<file path="src/rtl/collision_tracker.sv">
// collision_tracker: per-frame collision detector for the multi-player snake game.
// Accumulates head-overlap evidence per player during the active scan and
// publishes one registered 2-bit result code per player at frame end, held
// behind a valid/ack handshake.
//
// Ports:
//   clk, reset          clock, synchronous active-high reset
//   frame_start         pulse at start of a frame's active area
//   frame_end           pulse after the last active pixel
//   pixel_valid         current pixel is in the active area
//   border_active       pixel is border
//   apple_active        pixel is apple
//   head_active[N]      pixel is player i's head
//   body_active[N]      pixel is player i's body
//   result_ack          consumer accepts the current result
//   state_o[2N]         per-player code: 00 reset, 01 collision, 10 apple, 11 clear
//   result_valid        state_o holds an unconsumed result
//   collision_any       OR of all collision codes, registered with state_o
//   overrun             sticky: a result was discarded unacknowledged
//
// Optional build macro: HEAD_ON_EN - head-to-head overlap also counts as a hit
// for every player involved.
module collision_tracker #(
  parameter int unsigned N_PLAYERS   = 2,
  parameter int unsigned CNT_W       = 4,
  parameter int unsigned MIN_OVERLAP = 2
) (
  input  logic                   clk,
  input  logic                   reset,
  input  logic                   frame_start,
  input  logic                   frame_end,
  input  logic                   pixel_valid,
  input  logic                   border_active,
  input  logic                   apple_active,
  input  logic [N_PLAYERS-1:0]   head_active,
  input  logic [N_PLAYERS-1:0]   body_active,
  input  logic                   result_ack,
  output logic [2*N_PLAYERS-1:0] state_o,
  output logic                   result_valid,
  output logic                   collision_any,
  output logic                   overrun
);

  localparam int unsigned      SW         = 2 * N_PLAYERS;
  localparam logic [CNT_W-1:0] CNT_MAX    = '1;
  localparam logic [CNT_W-1:0] MIN_THR    = CNT_W'(MIN_OVERLAP);
  localparam logic [1:0]       CODE_COLL  = 2'b01;
  localparam logic [1:0]       CODE_APPLE = 2'b10;
  localparam logic [1:0]       CODE_CLEAR = 2'b11;

  typedef enum logic [1:0] {
    ST_IDLE   = 2'd0,
    ST_SCAN   = 2'd1,
    ST_REPORT = 2'd2
  } fsm_e;

  fsm_e                             fsm_q, fsm_d;
  logic [N_PLAYERS-1:0][CNT_W-1:0]  coll_cnt_q, coll_cnt_d;
  logic [N_PLAYERS-1:0]             apple_flag_q, apple_flag_d;
  logic [SW-1:0]                    code_q, code_d;
  logic                             valid_q, valid_d;
  logic                             any_q, any_d;
  logic                             overrun_q, overrun_d;

  logic [N_PLAYERS-1:0]             hit;
  logic [N_PLAYERS-1:0][CNT_W-1:0]  cnt_pix;
  logic [N_PLAYERS-1:0]             apple_pix;
  logic [SW-1:0]                    report_code;
  logic                             report_any;

  // Per-player hit detection and the counter/flag values after this pixel.
  always_comb begin
    hit       = '0;
    cnt_pix   = coll_cnt_q;
    apple_pix = apple_flag_q;
    for (int i = 0; i < N_PLAYERS; i++) begin
      hit[i] = head_active[i] & (border_active | (|body_active));
`ifdef HEAD_ON_EN
      hit[i] = hit[i] | (head_active[i] &
                         (|(head_active & ~(N_PLAYERS'(1) << i))));
`endif
      if (pixel_valid) begin
        if (hit[i] && (coll_cnt_q[i] != CNT_MAX)) begin
          cnt_pix[i] = coll_cnt_q[i] + CNT_W'(1);
        end
        if (head_active[i] && apple_active) begin
          apple_pix[i] = 1'b1;
        end
      end
    end
  end

  // Verdict built from the post-pixel values so a frame_end pixel still counts.
  always_comb begin
    report_code = '0;
    report_any  = 1'b0;
    for (int i = 0; i < N_PLAYERS; i++) begin
      if (cnt_pix[i] >= MIN_THR) begin
        report_code[2*i +: 2] = CODE_COLL;
        report_any            = 1'b1;
      end else if (apple_pix[i]) begin
        report_code[2*i +: 2] = CODE_APPLE;
      end else begin
        report_code[2*i +: 2] = CODE_CLEAR;
      end
    end
  end

  // Next-state and output-register logic.
  always_comb begin
    fsm_d        = fsm_q;
    coll_cnt_d   = coll_cnt_q;
    apple_flag_d = apple_flag_q;
    code_d       = code_q;
    valid_d      = valid_q;
    any_d        = any_q;
    overrun_d    = overrun_q;
    unique case (fsm_q)
      ST_IDLE: begin
        if (frame_start) begin
          fsm_d        = ST_SCAN;
          coll_cnt_d   = '0;
          apple_flag_d = '0;
        end
      end
      ST_SCAN: begin
        coll_cnt_d   = cnt_pix;
        apple_flag_d = apple_pix;
        if (frame_end) begin
          fsm_d   = ST_REPORT;
          code_d  = report_code;
          any_d   = report_any;
          valid_d = 1'b1;
        end else if (frame_start) begin
          coll_cnt_d   = '0;
          apple_flag_d = '0;
        end
      end
      ST_REPORT: begin
        if (result_ack) begin
          valid_d = 1'b0;
          if (frame_start) begin
            fsm_d        = ST_SCAN;
            coll_cnt_d   = '0;
            apple_flag_d = '0;
          end else begin
            fsm_d = ST_IDLE;
          end
        end else if (frame_start) begin
          // Unconsumed verdict is dropped; state_o keeps its last value.
          overrun_d    = 1'b1;
          valid_d      = 1'b0;
          fsm_d        = ST_SCAN;
          coll_cnt_d   = '0;
          apple_flag_d = '0;
        end
      end
      default: begin
        fsm_d = ST_IDLE;
      end
    endcase
  end

  always_ff @(posedge clk) begin
    if (reset) begin
      fsm_q        <= ST_IDLE;
      coll_cnt_q   <= '0;
      apple_flag_q <= '0;
      code_q       <= '0;
      valid_q      <= 1'b0;
      any_q        <= 1'b0;
      overrun_q    <= 1'b0;
    end else begin
      fsm_q        <= fsm_d;
      coll_cnt_q   <= coll_cnt_d;
      apple_flag_q <= apple_flag_d;
      code_q       <= code_d;
      valid_q      <= valid_d;
      any_q        <= any_d;
      overrun_q    <= overrun_d;
    end
  end

  assign state_o       = code_q;
  assign result_valid  = valid_q;
  assign collision_any = any_q;
  assign overrun       = overrun_q;

endmodule
</file>
<file path="config.mk">
export PLATFORM = sky130hd
export DESIGN_NAME = collision_tracker
export DESIGN_NICKNAME = d
export VERILOG_FILES = /design/src/rtl/collision_tracker.sv
export SDC_FILE = /design/constraint.sdc
export NUM_CORES = 1
export LEC_CHECK = 0
export CAP_MARGIN = 20
export CORE_MARGIN = 2
export CORE_UTILIZATION = 50
export DETAILED_ROUTE_END_ITERATION = 10
export PLACE_DENSITY = 0.77
export SLEW_MARGIN = 20
export SYNTH_ARGS = -nofsm -noshare
export SYNTH_HDL_FRONTEND = slang
export SYNTH_SLANG_ARGS = --single-unit
export TNS_END_PERCENT = 50
</file>
<file path="constraint.sdc">
create_clock -name clk -period 2.15 [get_ports clk]
set_clock_uncertainty 0.2 [all_clocks]
set_input_delay 0.3225 -clock clk [delete_from_list [all_inputs] [get_ports clk]]
set_output_delay 0.3225 -clock clk [all_outputs]
set_load 0.02 [all_outputs]
</file>
==> flow_summary.toml, run 1 <==
[pwr]
pwr-share-comb_pct = 20.2
ir_worst_vdd_mv = 0.331
switching_power_w = 0.000186
p_leak_nw = 0.494
power_density_nw_per_um2 = 514
finalPower_w = 0.000692
power_frac_seq_pct = 53.5
power_frac_clock_pct = 26.2
intPower_w = 0.000505
netSwitchingFraction_pct = 27.0

[floorplan]
die-area_sq_um = 2430
core-area_sq_um = 1940
initial_core_util_pct = 52.8
die_h_microns = 49.3
io_pins = 19
die_w_microns = 49.3
rows = 16

[logic_synthesis]
ys_ff_latch = 19
ys_warn_count = 0
yosysUniqueCellTypes = 44
synth_edf_count = 0
synthesis.nets = 128
syn_area_sq_um = 1030
ys.flop_type = "dfxtp_1"
syn_inst = 114
synth-async-reset-ratio_pct = 0
synth.avg_cell_area_sq_um = 9.00
yosysSeqAreaShare_pct = 37.1

[hold_path]
holdPathStages = 2
hold_class = "reg -> reg"
hp-start = "overrun$_SDFFE_PP0P_"
hold-path-endpoint = "overrun$_SDFFE_PP0P_"

[sta]
hold_viol = 0
rsz0062_at_grt = "no"
max_slew_margin_pct = 71.2
max_slew.worst_pin.slew_ns = 0.431
layout_min_cycle_time_ns = 1.94
period_share_pct = 90.5
setup_tns_ns = 0
maxSlewViolCount = 0
fmax_mhz = 514
setup_viol = 0

[run]
drv_cap = 0

[route]
drt_iter0_drc = 24
antenna_left = 0
vias_per_cell = 6.05
drcViolationCount = 0
wl_microns = 2420
post_drt_wl_per_cell_microns = 14.0
firstDrtPassIters = 4
vias = 1046

[final_layout]
diodes = 0
drive_above_1_share_pct = 20.5
nNetsFinal = 161
instances_no_fill = 173
areaGrowthSynthToFinish_pct = 31.1

[setup_path]
cp.arrival_ns = 1.93
critPathKind = "in -> reg"
critPathMaxFanout = 4
r2r_cells = 5
r2r_slack_ns = 0.26
r2r_end = "state_o[1]$_SDFFE_PP0P_"
crit_path_end_kind = "flop"
cp-start-kind = "input port"
timing.rr.start = "coll_cnt_q[1]$_SDFFE_PP0P_"
critPathRequiredTime_ns = 2.14

[clocking]
hold_buffers = 0
cts.repair.resized = 0
cts_buffer_depth = 2
cts.clk_slew.worst_paths_ns = 0.10
numCtsBuffers = 3
cts_root_buffer = "clkbuf_4"
cts.sinks = 19
cts_tree = "yes"
clk_latency_ns = 0.30
ctsHtreeMaxLevel = 1
postCtsSetupBuffers = 0

[global_routing]
grt_pass1_wl_microns = 4300
track_usage_pct = 22.6
grt_pass1_vias = 999
grt_max_degree = 11
grt.overflow.total = 0
antenna_found_initial = 0

[place]
dp.cells = 169
hpwlAfterDp_microns = 1900
io_buffer_count = 18
place_congestion = 0.929

[status]
status = "finished clean"
[logic make-up after synthesis]
family                     after synthesis  share of synthesized area (%)
AOI/OAI and AO/OA                       46                           34.0
and+or+nand+nor                         40                           22.1
DFF                                     19                           37.1
buffers and inverters                    6                           2.93
adders and majority gates                2                           2.44
muxes                                    1                           1.46
[synthesized netlist by cell type, types with 2 or more instances]
library cell	count	share of area, %
nor3_1	3	1.5
ha_1	2	2.4
a21o_1	2	1.5
nor2_1	11	4.0
dfxtp_1	19	37
a311oi_1	2	1.7
o311a_1	2	2.0
nor2b_1	2	1.2
a211oi_1	4	2.9
o21ai_0	6	2.9
clkbuf_1	2	0.73
nand2_1	3	1.1
nand3_1	6	2.9
a21oi_1	9	4.4
a22oi_1	2	1.5
inv_1	3	1.1
a31oi_1	5	3.0
a31o_2	3	2.6
a211oi_2	2	2.4
and3_1	2	1.2
[stage by stage]
step                      hold WS, ns  util, %  cell area, sq um  setup slack [ns]
after detailed placement        0.297     67.9              1320            -0.107
after global routing            0.350     69.3              1350             0.129
after global placement          0.248     67.9              1320           -0.0632
after floorplan                 0.278        -              1030             0.417
final                           0.305     69.3              1350             0.205
after CTS                       0.313     69.3              1350             0.218
[worst max-delay path by stage]
stage,startpoint,end,slack [ns],cells past startpoint
after floorplan,border_active,state_o[2]$_SDFFE_PP0P_,0.42,5
after global placement,border_active,state_o[2]$_SDFFE_PP0P_,-0.06,5
after detailed placement,border_active,state_o[2]$_SDFFE_PP0P_,-0.11,5
after CTS,border_active,state_o[2]$_SDFFE_PP0P_,0.22,5
after global routing,border_active,coll_cnt_q[5]$_SDFFE_PP0P_,0.13,6
final,border_active,state_o[2]$_SDFFE_PP0P_,0.21,5
[metal layers]
layer	GRT usage, %	part of all wire, %
met1	26.7	43
met3	5.21	6.3
met2	40.1	49
met4	7.14	1.4
met5	0	0
[placed cells by master (no fill, tap or decap), drive strengths merged, types with 4 or more instances in the layout]
master | Yosys | final
a211oi | 7 | 7
clkdlybuf4s50 | 0 | 18
nand3 | 6 | 6
buf | 1 | 13
o21ai | 6 | 6
a31oi | 5 | 5
a21oi | 9 | 9
dfxtp | 19 | 19
nor2 | 12 | 12
clkbuf | 2 | 4
[cell type report]
type	count	area [sq um]
Multi-Input combinational cell	89	616
Tap cell	27	33.8
Clock buffer	4	26.3
Inverter	3	11.3
Sequential cell	19	380
Fill cell	174	597
Timing Repair Buffer	31	278
[flip-flops by register name, summed over array words and instances (netlist names)]
name,count
apple_flag_q,2
coll_cnt_q,8
collision_any,1
fsm_q,2
overrun,1
result_valid,1
state_o,4
[power groups by stage]
stage	logic [W]	registers, W	clock network [W]
after floorplan	0.0000626	0.000385	0
after global placement	0.000136	0.000378	0
after detailed placement	0.000139	0.000378	0
after CTS	0.000140	0.000370	0.000186
after global routing	0.000152	0.000372	0.000202
final	0.000140	0.000370	0.000181
[worst max-delay path: stages]
cell and delay, ns:
clkdlybuf4s50_1 0.46, o311a_1 0.44, mux2_4 0.33, a211oi_4 0.25, a311oi_1 0.13
Note: power is estimated with default switching activity, not from simulation.
==> inputs of run 2 (changes only) <==
--- a/config.mk
+++ b/config.mk
@@ -10,7 +10,6 @@
 export CORE_UTILIZATION = 50
 export DETAILED_ROUTE_END_ITERATION = 10
 export PLACE_DENSITY = 0.77
-export SLEW_MARGIN = 20
 export SYNTH_ARGS = -nofsm -noshare
 export SYNTH_HDL_FRONTEND = slang
 export SYNTH_SLANG_ARGS = --single-unit
==> results of run 2 <==
Final layout, timing and power as in run 1 (identical DEF).
==> inputs of run 3 (changes only) <==
--- a/config.mk
+++ b/config.mk
@@ -6,7 +6,7 @@
 export NUM_CORES = 1
 export LEC_CHECK = 0
 export CAP_MARGIN = 20
-export CORE_MARGIN = 2
+export CORE_MARGIN = 1.5
 export CORE_UTILIZATION = 50
 export DETAILED_ROUTE_END_ITERATION = 10
 export PLACE_DENSITY = 0.77
==> run 3 against run 2 <==
Effect of this change:
- combinational power barely moved
- hold slack worse by 0.021 ns
- utilization did not move
- register-to-register slack improved by 0.03 ns
==> flow_summary.toml, run 3 (synthesis results as in run 1) <==
[route]
firstDrtPassIters = 4
top_layer = "met4"
wl_microns = 2390
post_drt_wl_per_cell_microns = 13.8
antenna_left = 0
vias_per_cell = 5.94
wl_met1_microns = 1140
drt_iter0_drc = 16
wl_met2_microns = 1100
vias = 1027
drcViolationCount = 0
dr_wl_met3_microns = 81

[sta]
setup_viol = 0
fmax_mhz = 517
rsz0062_at_grt = "no"
setup_tns_ns = 0
maxSlewViolCount = 0
layout_min_cycle_time_ns = 1.94
max_slew.worst_pin.slew_ns = 0.438
max_slew_margin_pct = 70.3
hold_viol = 0
hold_ws_ns = 0.284
period_share_pct = 90.0

[clocking]
hold_buffers = 0
cts.repair.resized = 0
cts.clk_slew.worst_paths_ns = 0.10
cts.sinks = 19
postCtsSetupBuffers = 0
ctsHtreeMaxLevel = 1
cts_root_buffer = "clkbuf_4"
numCtsBuffers = 3
clk_latency_ns = 0.30
cts_buffer_depth = 2
cts_tree = "yes"

[floorplan]
io_pins = 19
die_h_microns = 48.3
die_w_microns = 48.3
initial_core_util_pct = 52.8
core-area_sq_um = 1940
die-area_sq_um = 2330
rows = 16

[global_routing]
grt_pass1_vias = 934
track_usage_pct = 21.6
grt_max_degree = 11
antenna_found_initial = 0
grt.overflow.total = 0
grt_pass1_wl_microns = 4010

[setup_path]
critPathKind = "in -> reg"
cp.arrival_ns = 1.92
cp-start-kind = "input port"
crit_path_end_kind = "flop"
critPathRequiredTime_ns = 2.14
critPathMaxFanout = 5

[final_layout]
nFillCells = 170
instances_no_fill = 173
final_cell_mix = "dfxtp_1, clkdlybuf4s50_1, buf_4"
drive_above_1_share_pct = 20.5
mostFrequentLayoutCell = "dfxtp_1"
diodes = 0
nNetsFinal = 161
areaGrowthSynthToFinish_pct = 31.1
largest_reg_flops = 8
top_register = "coll_cnt_q"

[status]
status = "finished clean"

[hold_path]
hold_class = "reg -> reg"

[place]
io_buffer_count = 18
hpwlAfterDp_microns = 1800
place_congestion = 0.933
dp.cells = 169

[pwr]
ir_worst_vdd_mv = 0.443
power_density_nw_per_um2 = 515
p_leak_nw = 0.493

[run]
drv_cap = 0
[run 3: area by class of cell]
cell class                 instances  area, sq um  area share (%)
tap                               27         33.8            2.51
multi-input combinational         89          616            45.8
clock buffer                       4         26.3            1.95
timing repair buffer              31          278            20.7
sequential                        19          380            28.3
inverter                           3         11.3           0.837
[run 3: where the power goes]
| group | switching, W | leakage [nW] | total [W] | internal [W] |
|---|---|---|---|---|
| logic | 0.0000685 | 0.324 | 0.000139 | 0.0000710 |
| registers | 0.00000855 | 0.154 | 0.000371 | 0.000362 |
| clock network | 0.000110 | 0.0150 | 0.000183 | 0.0000726 |
| total | 0.000187 | 0.493 | 0.000693 | 0.000506 |
[run 3: stage by stage]
| stage | area (sq um) | utilization, % | total power, W | setup WS [ns] |
|---|---|---|---|---|
| after floorplan | 1030 | - | 0.000448 | 0.417 |
| after global placement | 1320 | 67.9 | 0.000515 | -0.0619 |
| after detailed placement | 1320 | 67.9 | 0.000517 | -0.134 |
| after CTS | 1350 | 69.3 | 0.000700 | 0.207 |
| after global routing | 1350 | 69.3 | 0.000730 | 0.124 |
| final | 1350 | 69.3 | 0.000693 | 0.215 |
[run 3: worst max-delay path, stage by stage]
cell and delay, ns:
clkdlybuf4s50_1 0.46, o311a_1 0.45, mux2_4 0.33, a211oi_4 0.21, a311oi_1 0.14
[run 3: per-layer routing]
metal / vias up / GRT usage (%)
li1: 513 / -
met1: 479 / 26.8
met2: 26 / 35.0
met3: 9 / 4.94
met4: 0 / 11.4
met5: - / 0
[run 3: final timing paths]
kind | from | endpoint | slack, ns | cells past startpoint
hold / removal | overrun$_SDFFE_PP0P_ | overrun$_SDFFE_PP0P_ | 0.28 | 2
setup / recovery | border_active | state_o[2]$_SDFFE_PP0P_ | 0.21 | 5
setup reg to reg | coll_cnt_q[0]$_SDFFE_PP0P_ | state_o[1]$_SDFFE_PP0P_ | 0.29 | 5
hold reg to reg | overrun$_SDFFE_PP0P_ | overrun$_SDFFE_PP0P_ | 0.28 | 2
